## config.mk

```make
export PLATFORM = sky130hd
export DESIGN_NAME = prf_wb_arb_flat
export DESIGN_NICKNAME = d
export VERILOG_FILES = /design/src/rtl/prf_wb_arb_pkg.sv /design/src/rtl/prf_wb_arb_if.sv /design/src/rtl/prf_wb_arb_rr_arb.sv /design/src/rtl/prf_wb_arb.sv /design/src/flat_wrapper.sv
export SDC_FILE = /design/constraint.sdc
export NUM_CORES = 1
export LEC_CHECK = 0
export CAP_MARGIN = 40
export CORE_AREA = 10 10 136 138
export CTS_BUF_LIST = sky130_fd_sc_hd__clkbuf_8
export CTS_CLUSTER_SIZE = 10
export DETAILED_ROUTE_END_ITERATION = 7
export DIE_AREA = 0 0 146 148
export PLACE_DENSITY = 0.73
export SLEW_MARGIN = 20
export SYNTH_ARGS = -nofsm -noshare
export SYNTH_HDL_FRONTEND = slang
export SYNTH_HIERARCHICAL = 1
export SYNTH_SLANG_ARGS = --single-unit
```

## constraint.sdc

```tcl
create_clock -name clk -period 2.5 [get_ports clk]
set_clock_uncertainty 0.15 [all_clocks]
set_input_delay 0.25 -clock clk [delete_from_list [all_inputs] [get_ports clk]]
set_output_delay 0.25 -clock clk [all_outputs]
set_load 0.01 [all_outputs]
```

## src/rtl/prf_wb_arb_pkg.sv

```systemverilog
// prf_wb_arb_pkg: shared sizes, zero-register tag, requester names and writeback payload type
package prf_wb_arb_pkg;
  localparam int PRF_NUM = 64;
  localparam int PRF_IDX_W = $clog2(PRF_NUM);
  localparam int WB_DATA_W = 64;
  localparam int WB_N_REQ = 4;
  localparam logic [PRF_IDX_W-1:0] ZERO_REG = '0;
  typedef enum logic [1:0] {WB_ALU0, WB_ALU1, WB_MULT, WB_LSQ} wb_src_e;
  typedef struct packed {
    logic [PRF_IDX_W-1:0] idx;
    logic [WB_DATA_W-1:0] data;
  } wb_req_t;
endpackage

```

## src/rtl/prf_wb_arb_if.sv

```systemverilog
// prf_wb_arb_if: FU writeback requests in, PRF write port and CDB broadcast out
interface prf_wb_arb_if
  import prf_wb_arb_pkg::*;
#(
  parameter int N_REQ = WB_N_REQ,
  parameter int DATA_W = WB_DATA_W,
  parameter int IDX_W = PRF_IDX_W
) ();
  logic squash_i;
  logic [N_REQ-1:0] fu_valid_i;
  logic [N_REQ-1:0][IDX_W-1:0] fu_idx_i;
  logic [N_REQ-1:0][DATA_W-1:0] fu_data_i;
  logic [N_REQ-1:0] fu_ready_o;
  logic prf_wr_en_o;
  logic [IDX_W-1:0] prf_wr_idx_o;
  logic [DATA_W-1:0] prf_wr_data_o;
  logic cdb_valid_o;
  logic [IDX_W-1:0] cdb_tag_o;
  modport master (
    output squash_i, fu_valid_i, fu_idx_i, fu_data_i,
    input fu_ready_o, prf_wr_en_o, prf_wr_idx_o, prf_wr_data_o, cdb_valid_o, cdb_tag_o
  );
  modport slave (
    input squash_i, fu_valid_i, fu_idx_i, fu_data_i,
    output fu_ready_o, prf_wr_en_o, prf_wr_idx_o, prf_wr_data_o, cdb_valid_o, cdb_tag_o
  );
endinterface

```

## src/rtl/prf_wb_arb_rr_arb.sv

```systemverilog
// prf_wb_arb_rr_arb: combinational rotate-priority picker, first request at or after ptr wins
module prf_wb_arb_rr_arb #(
  parameter int N = 4,
  localparam int PW = (N > 1) ? $clog2(N) : 1
) (
  input  logic [N-1:0]  req,
  input  logic [PW-1:0] ptr,
  output logic [N-1:0]  gnt,
  output logic [PW-1:0] gnt_idx,
  output logic          any
);
  logic [PW-1:0] j;
  // scan from farthest to nearest offset so the nearest request overwrites
  always_comb begin
    j = '0;
    gnt_idx = '0;
    any = 1'b0;
    for (int i = N - 1; i >= 0; i--) begin
      j = PW'((int'(ptr) + i) % N);
      if (req[j]) begin
        gnt_idx = j;
        any = 1'b1;
      end
    end
    gnt = any ? N'(1) << gnt_idx : '0;
  end
endmodule

```

## src/rtl/prf_wb_arb.sv

```systemverilog
// prf_wb_arb: round-robin share of the PRF write port among FU writeback requesters
module prf_wb_arb
  import prf_wb_arb_pkg::*;
#(
  parameter int N_REQ = WB_N_REQ,
  parameter int DATA_W = WB_DATA_W,
  parameter int IDX_W = PRF_IDX_W
) (
  input logic clk,
  input logic rst_n,
  prf_wb_arb_if.slave bus
);
  localparam int PW = (N_REQ > 1) ? $clog2(N_REQ) : 1;
  logic [N_REQ-1:0] zr, live, gnt;
  logic [PW-1:0] gnt_idx, rr_ptr_d, rr_ptr_q;
  logic any, take;
  logic wr_en_d, wr_en_q;
  logic [IDX_W-1:0] wr_idx_d, wr_idx_q;
  logic [DATA_W-1:0] wr_data_d, wr_data_q;
  // zero-register results are acked directly and never compete for the port
  always_comb begin
    zr = '0;
    for (int i = 0; i < N_REQ; i++) zr[i] = bus.fu_valid_i[i] && (bus.fu_idx_i[i] == IDX_W'(ZERO_REG));
    live = bus.fu_valid_i & ~zr;
  end
  prf_wb_arb_rr_arb #(.N(N_REQ)) u_rr (
    .req(live),
    .ptr(rr_ptr_q),
    .gnt(gnt),
    .gnt_idx(gnt_idx),
    .any(any)
  );
  // squash blocks every acceptance and empties the output stage; idx/data hold when idle
  always_comb begin
    take = any && !bus.squash_i;
    rr_ptr_d = take ? ((gnt_idx == PW'(N_REQ - 1)) ? '0 : gnt_idx + 1'b1) : rr_ptr_q;
    wr_en_d = take;
    wr_idx_d = take ? bus.fu_idx_i[gnt_idx] : wr_idx_q;
    wr_data_d = take ? bus.fu_data_i[gnt_idx] : wr_data_q;
    bus.fu_ready_o = (rst_n && !bus.squash_i) ? (gnt | zr) : '0;
  end
  // pointer and registered write/broadcast stage
  always_ff @(posedge clk or negedge rst_n) begin
    if (!rst_n) begin
      rr_ptr_q <= '0;
      wr_en_q <= 1'b0;
      wr_idx_q <= '0;
      wr_data_q <= '0;
    end else begin
      rr_ptr_q <= rr_ptr_d;
      wr_en_q <= wr_en_d;
      wr_idx_q <= wr_idx_d;
      wr_data_q <= wr_data_d;
    end
  end
  assign bus.prf_wr_en_o = wr_en_q;
  assign bus.prf_wr_idx_o = wr_idx_q;
  assign bus.prf_wr_data_o = wr_data_q;
  assign bus.cdb_valid_o = wr_en_q;
  assign bus.cdb_tag_o = wr_idx_q;
endmodule
```

## src/flat_wrapper.sv

```systemverilog
// flat-port wrapper written by rule: the top's interface ports become plain ports
module prf_wb_arb_flat import prf_wb_arb_pkg::*;
#(
  parameter int N_REQ = WB_N_REQ,
  parameter int DATA_W = WB_DATA_W,
  parameter int IDX_W = PRF_IDX_W
)
  (clk, rst_n, bus_squash_i, bus_fu_valid_i, bus_fu_idx_i, bus_fu_data_i, bus_fu_ready_o, bus_prf_wr_en_o, bus_prf_wr_idx_o, bus_prf_wr_data_o, bus_cdb_valid_o, bus_cdb_tag_o);
  prf_wb_arb_if #(.N_REQ(N_REQ), .DATA_W(DATA_W), .IDX_W(IDX_W)) bus_i ();
  input logic clk;
  input logic rst_n;
  input wire logic [$bits(bus_i.squash_i)-1:0] bus_squash_i;
  input wire logic [$bits(bus_i.fu_valid_i)-1:0] bus_fu_valid_i;
  input wire logic [$bits(bus_i.fu_idx_i)-1:0] bus_fu_idx_i;
  input wire logic [$bits(bus_i.fu_data_i)-1:0] bus_fu_data_i;
  output wire logic [$bits(bus_i.fu_ready_o)-1:0] bus_fu_ready_o;
  output wire logic [$bits(bus_i.prf_wr_en_o)-1:0] bus_prf_wr_en_o;
  output wire logic [$bits(bus_i.prf_wr_idx_o)-1:0] bus_prf_wr_idx_o;
  output wire logic [$bits(bus_i.prf_wr_data_o)-1:0] bus_prf_wr_data_o;
  output wire logic [$bits(bus_i.cdb_valid_o)-1:0] bus_cdb_valid_o;
  output wire logic [$bits(bus_i.cdb_tag_o)-1:0] bus_cdb_tag_o;
  assign bus_i.squash_i = bus_squash_i;
  assign bus_i.fu_valid_i = bus_fu_valid_i;
  assign bus_i.fu_idx_i = bus_fu_idx_i;
  assign bus_i.fu_data_i = bus_fu_data_i;
  assign bus_fu_ready_o = bus_i.fu_ready_o;
  assign bus_prf_wr_en_o = bus_i.prf_wr_en_o;
  assign bus_prf_wr_idx_o = bus_i.prf_wr_idx_o;
  assign bus_prf_wr_data_o = bus_i.prf_wr_data_o;
  assign bus_cdb_valid_o = bus_i.cdb_valid_o;
  assign bus_cdb_tag_o = bus_i.cdb_tag_o;
  prf_wb_arb #(.N_REQ(N_REQ), .DATA_W(DATA_W), .IDX_W(IDX_W)) u_core (.clk(clk), .rst_n(rst_n), .bus(bus_i));
endmodule
```

* Word level (Yosys, flattened, before mapping) *
Index checks and enable logic that the tools add are counted.

operators by class
  add/sub/neg operators = 4
  $mul = 0
  div/mod/pow operators = 0
  magnitude comparators = 5
  eq/ne operators = 1
  shifts and indexed selects = 1
  mux-type cells = 23
  bitwise logic cells = 3
  reduce and logical (&&, ||, !) cells = 11

operators with widths
  kind                                                                           count
  64-bit binary-select mux with 2-bit select                                     1
  64-bit two-way mux                                                             1
  6-bit zero test                                                                4
  2-bit by 3-bit less-than comparator with 1-bit output (second input constant)  5
  6-bit binary-select mux with 2-bit select                                      1
  2-bit two-way mux                                                              5
  1-bit binary-select mux with 2-bit select                                      4
  1-bit two-way mux                                                              8
  4-bit two-way mux                                                              2
  1-bit logical AND                                                              6
  6-bit two-way mux                                                              1
  2-bit by 1-bit adder with 2-bit output (second input constant)                 2
  2-bit adder (second input constant)                                            2
  4-bit bitwise AND                                                              1
  4-bit inverter                                                                 1
  4-bit OR                                                                       1
  1-bit by 2-bit left shift with 4-bit output (first input constant)             1
  2-bit equality test (second input constant)                                    1
  1-bit zero test                                                                1

word-level totals
  register bits after elaboration = 73
  bits in latches = 0
  bits in writable memories = 0
  bits in read-only memories = 0
  input bits = 287
  output and inout bits = 82
  logic and storage cells = 52
  memories = 0

* Longest topological paths before layout *
  depth after elaboration = 14
  gate-level depth with buffers = 10
  mapped depth without buffers = 8

* By module *
Netlist, hierarchy kept.

modules (own cells, without submodules)
  module             instances  cells an instance  area an instance (µm²)  sequential area each (µm²)
  prf_wb_arb         1          274                4633.2                  1826.8
  prf_wb_arb_rr_arb  1          29                 182.7                   0.0

* Worst setup path before layout *
OpenSTA, ideal clock, no wires.

  path kind = input-to-reg
  start = input port bus_fu_idx_i[16]
  end = register u_core.wr_idx_q[0] (netlist: u_core/bus.cdb_tag_o[0])
  setup time = 0.125 ns
  data arrival time = 2.554 ns
  required time = 2.225 ns
  path slack = -0.328 ns
  stages on the path = 10
  buffers on the path = 3
  cells stage by stage = or4_1 > o21a_1 > buf_6 > nand2b_1 > a21oi_1 > a221oi_2 > buf_6 > buf_6 > mux4_2 > mux2_2

on the way
  longest elaborated chain between the ends = 12
  elaborated cells on any way between the ends = 23
  classes of those cells = 18 x mux; 2 x bitwise; 3 x reduce/logical

ends and longest elaborated chain
  element                                        RTL line                 text
  start: declaration                             flat_wrapper.sv:14       input wire logic [$bits(bus_i.fu_idx_i)-1:0] bus_fu_idx_i;
  6-bit zero test (*)                            prf_wb_arb.sv:23         for (int i = 0; i < N_REQ; i++) zr[i] = bus.fu_valid_i[i] && (bus.fu_idx_i[i] == IDX_W'(ZERO_REG));
  1-bit logical AND (*)                          prf_wb_arb.sv:23
  4-bit inverter (*)                             prf_wb_arb.sv:24         live = bus.fu_valid_i & ~zr;
  4-bit bitwise AND (*)                          prf_wb_arb.sv:24
  net u_core.live[2]                             prf_wb_arb.sv:14         logic [N_REQ-1:0] zr, live, gnt;
  1-bit binary-select mux with 2-bit select      prf_wb_arb_rr_arb.sv:20  if (req[j]) begin
  1-bit two-way mux (implied by the code)        prf_wb_arb_rr_arb.sv:20
  2-bit two-way mux (3 in series)                prf_wb_arb_rr_arb.sv:20
  2-bit two-way mux (*)                          prf_wb_arb_rr_arb.sv:20
  net u_core.gnt_idx[0]                          prf_wb_arb.sv:15         logic [PW-1:0] gnt_idx, rr_ptr_d, rr_ptr_q;
  6-bit binary-select mux with 2-bit select (*)  prf_wb_arb.sv:38         wr_idx_d = take ? bus.fu_idx_i[gnt_idx] : wr_idx_q;
  6-bit two-way mux (implied by the code) (*)    prf_wb_arb.sv:38
  end signal: assignment                         prf_wb_arb.sv:52         wr_idx_q <= wr_idx_d;
  end: declaration                               prf_wb_arb.sv:18         logic [IDX_W-1:0] wr_idx_d, wr_idx_q;

The timed path passes the listed nets; every way through them passes the cells marked *. The select of a mux whose other input is x is not followed.
A chain may end at the register's enable or synchronous reset.

* Worst setup path in the final report *
  start = input port bus_fu_idx_i[21]
  end = register u_core.wr_data_q[59] (netlist: u_core/bus.prf_wr_data_o[59])

on the way
  longest elaborated chain between the ends = 12
  elaborated cells on any way between the ends = 23
  classes of those cells = 18 x mux; 2 x bitwise; 3 x reduce/logical

ends and longest elaborated chain
  element                                         RTL line                 text
  6-bit zero test (*)                             prf_wb_arb.sv:23
  1-bit logical AND (*)                           prf_wb_arb.sv:23
  4-bit inverter (*)                              prf_wb_arb.sv:24
  4-bit bitwise AND (*)                           prf_wb_arb.sv:24
  net u_core.live[3]                              prf_wb_arb.sv:14
  1-bit binary-select mux with 2-bit select       prf_wb_arb_rr_arb.sv:20
  1-bit two-way mux (implied by the code)         prf_wb_arb_rr_arb.sv:20
  2-bit two-way mux (3 in series)                 prf_wb_arb_rr_arb.sv:20
  2-bit two-way mux (*)                           prf_wb_arb_rr_arb.sv:20
  net u_core.gnt_idx[0]                           prf_wb_arb.sv:15
  64-bit binary-select mux with 2-bit select (*)  prf_wb_arb.sv:39         wr_data_d = take ? bus.fu_data_i[gnt_idx] : wr_data_q;
  64-bit two-way mux (implied by the code) (*)    prf_wb_arb.sv:39
  end signal: assignment                          prf_wb_arb.sv:53         wr_data_q <= wr_data_d;
  end: declaration                                prf_wb_arb.sv:19         logic [DATA_W-1:0] wr_data_d, wr_data_q;

Marks and branches as above.

==> results.py <==
metrics = {
    "run_status": {
        "outcome": "finished, violations left",
        "violations": "setup timing",
    },
    "route": {
        "drc": 0,
        "vias_per_cell": 5.06,
        "drt_iter0_markers": 182,
        "drtAntennaViolNets": 0,
        "wl_um": 23600,
        "vias": 4635,
        "routedWlPerCell_um": 25.8,
        "dr.pass1.iters": 4,
    },
    "timing": {
        "finalSetupViolations": 73,
        "slew_viol_final": 0,
        "finalHoldViolCount": 0,
        "hold_ws_ns": 0.199,
        "fin_crit_sh_pct": 105,
        "setup_slack_ns": -0.133,
        "layout_min_cycle_time_ns": 2.63,
        "rsz0062_at_grt": "yes",
        "slew_headroom_pct": 57.4,
        "fmax_mhz": 380,
        "fin_tns_setup_ns": -5.53,
        "worst_pin_slew_ns": 0.638,
    },
    "die": {
        "fp.coreArea_um2": 15700,
        "rows": 46,
        "die_area_um2": 21600,
        "start_util_pct": 30.6,
        "ios": 369,
        "die_height_um": 148,
        "die_w_um": 146,
    },
    "cts": {
        "cts_buffers": 9,
        "numClockSinks": 73,
        "cts_buffer_depth": 2,
        "clkTransAtPathRegs_ns": 0.08,
        "clock-root-buffer": "clkbuf_8",
        "cts_tree": "done",
        "clock_latency_ns": 0.34,
        "htree_levels": 3,
    },
    "synthesis": {
        "ys.flop_type": "dfrtp_1",
        "synth_edf_count": 0,
        "synth.most_common_cell": "dfrtp_1",
        "netlist_instances": 303,
        "synthAdderAreaFrac_pct": 0.260,
        "synth_simple_gate_area_share_pct": 4.00,
        "yosysWarningCount": 6,
        "synth.distinct_cells": 29,
        "netlist_area_um2": 4820,
        "synth.area.mux_share_pct": 49.6,
        "synth_compound_area_share_pct": 3.17,
        "syn_area_per_cell_um2": 15.9,
        "synthTopCellsByCount": "dfrtp_1 (73), mux2_2 (72), mux4_2 (70)",
        "synthXorXnorAreaFrac_pct": 0,
        "yosys-top-cells-area": "dfrtp_1 (38%), mux4_2 (33%), mux2_2 (17%)",
        "synth_top_family_by_area": "multiplexers",
        "netlist.area_leader.share_pct": 37.9,
        "async_flop_share_pct": 100,
        "ys_seq_elements": 73,
        "yosysSeqAreaShare_pct": 37.9,
        "synth_top_cell_by_area": "dfrtp_1",
        "syn-num-nets": 591,
    },
    "final_layout": {
        "fin_area_um2": 9750,
        "layout-drive-gt1-share_pct": 35.0,
        "fillers": 1247,
        "diodes": 0,
        "nets": 983,
        "area_growth_pct": 102,
        "utilization_pct": 62.0,
    },
    "power": {
        "worst_ir_drop_vdd_mv": 0.446,
        "p_per_area_nw_per_um2": 926,
        "leakage_nw": 3.91,
    },
    "setup_path": {
        "end_kind": "register",
        "cp.required_ns": 2.59,
        "crit_path_end": "u_core/bus.prf_wr_data_o[59]",
        "r2r_slack_ns": -0.04,
        "rr_startpoint": "u_core/rr_ptr_q[1]",
        "cp_max_fo": 5,
        "crit_path_start_kind": "input port",
        "criticalPathCategory": "in -> reg",
        "worstPathArrival_ns": 2.72,
        "crit_start": "bus_fu_idx_i[21]",
        "regToRegEndpoint": "u_core/bus.prf_wr_data_o[59]",
        "r2r.worst_path.cells": 8,
    },
    "global_routing": {
        "grt_max_degree": 49,
        "grt_pass1_vias": 5402,
        "grt_pass1_wl_um": 34500,
        "grt_overflow": 0,
        "grt_use_total_pct": 21.1,
        "antenna_found_initial": 2,
    },
    "run": {
        "max_cap_viol_count": 0,
    },
    "placed_design": {
        "gp_congestion": 0.869,
        "hpwl_um": 18100,
        "port_buffers": 368,
        "placed_area_um2": 8790,
    },
    "hold_path": {
        "min_path_type": "in -> reg",
    },
}
-- routing by layer --
layer	wire length, um	part of all wire, %	vias up	track usage, %
li1	-	-	2012	-
met1	8820	37	2313	22.6
met2	12600	53	276	38.7
met3	1800	7.6	30	6.84
met4	405	1.7	4	6.16
met5	21	0.089	-	0
-- power breakdown --
group	switching [W]	leakage [nW]	internal, W
registers	0.000377	0.852	0.00178
clock network	0.000452	0.108	0.000553
logic	0.00211	2.95	0.00376
-- cell type report --
cell class                 count  area [um2]  share of cell area (%)
timing repair buffer         415        4350                    44.6
multi-input combinational    195        3080                    31.6
sequential                    73        1830                    18.7
tap                          216         270                    2.77
clock buffer                   9         124                    1.27
clock inverter                 7        87.6                   0.899
inverter                       1        3.75                  0.0385
-- critical path, cell delays in order --
cell	delay (ns)
buf_6	0.09
or4_4	0.55
o21a_4	0.24
buf_6	0.12
buf_12	0.12
a21oi_4	0.15
a221oi_4	0.06
buf_6	0.14
buf_12	0.13
buf_12	0.14
mux4_2	0.44
mux2_4	0.28
-- flip-flops by register name (all words and copies together) (netlist names) --
signal / count
u_core/bus.cdb_tag_o: 6
u_core/bus.prf_wr_data_o: 64
u_core/bus.cdb_valid_o: 1
u_core/rr_ptr_q: 2
-- stage by stage --
stage / std cells / setup WS, ns / total power (W)
6_report: 916 / -0.133 / 0.00903
5_1_grt: 916 / -0.155 / 0.00950
4_1_cts: 914 / -0.0948 / 0.00904
3_5_place_dp: 874 / -0.907 / 0.00697
3_3_place_gp: 874 / -0.855 / 0.00686
2_1_floorplan: 303 / -0.318 / 0.00461
-- logic make-up (layout without fill, tap and decap cells) --
kind of cell / Yosys count / in the layout
AOI/OAI and AO/OA: 20 / 20
and+or+nand+nor: 32 / 32
adders and majority gates: 1 / 1
DFF: 73 / 73
buffers and inverters: 35 / 432
muxes: 142 / 142
-- worst min path at each step --
| stage | from | end | depth (start not counted) |
|---|---|---|---|
| floorplan | rst_n | u_core/bus.cdb_tag_o[0] | 0 |
| global placement | rst_n | u_core/bus.cdb_tag_o[3] | 1 |
| detailed placement | rst_n | u_core/bus.cdb_tag_o[3] | 1 |
| CTS | rst_n | u_core/bus.cdb_tag_o[3] | 2 |
| global route | bus_fu_idx_i[21] | u_core/bus.cdb_tag_o[3] | 3 |
| finish | bus_fu_idx_i[21] | u_core/bus.cdb_tag_o[3] | 3 |
-- repair_timing --
item                       in CTS  in global routing
pin swaps                      17                 12
hold endpoints to repair       25                  0
cloned                          9                  1
gates resized for setup       157                 27
hold buffers                    1                  0
buffers inserted               14                  2
setup endpoints to repair      76                 76
-- cells in the final DEF (no fill, tap or decap), types with 8 or more instances in the layout --
master,count
clkdlybuf4s50_1,341
clkbuf_8,9
buf_2,10
dfrtp_1,73
mux2_4,51
mux4_2,70
buf_12,10
buf_16,8
buf_6,17
nand3b_1,8
buf_4,13
mux2_2,21
Power figures use the tool's default switching activity.
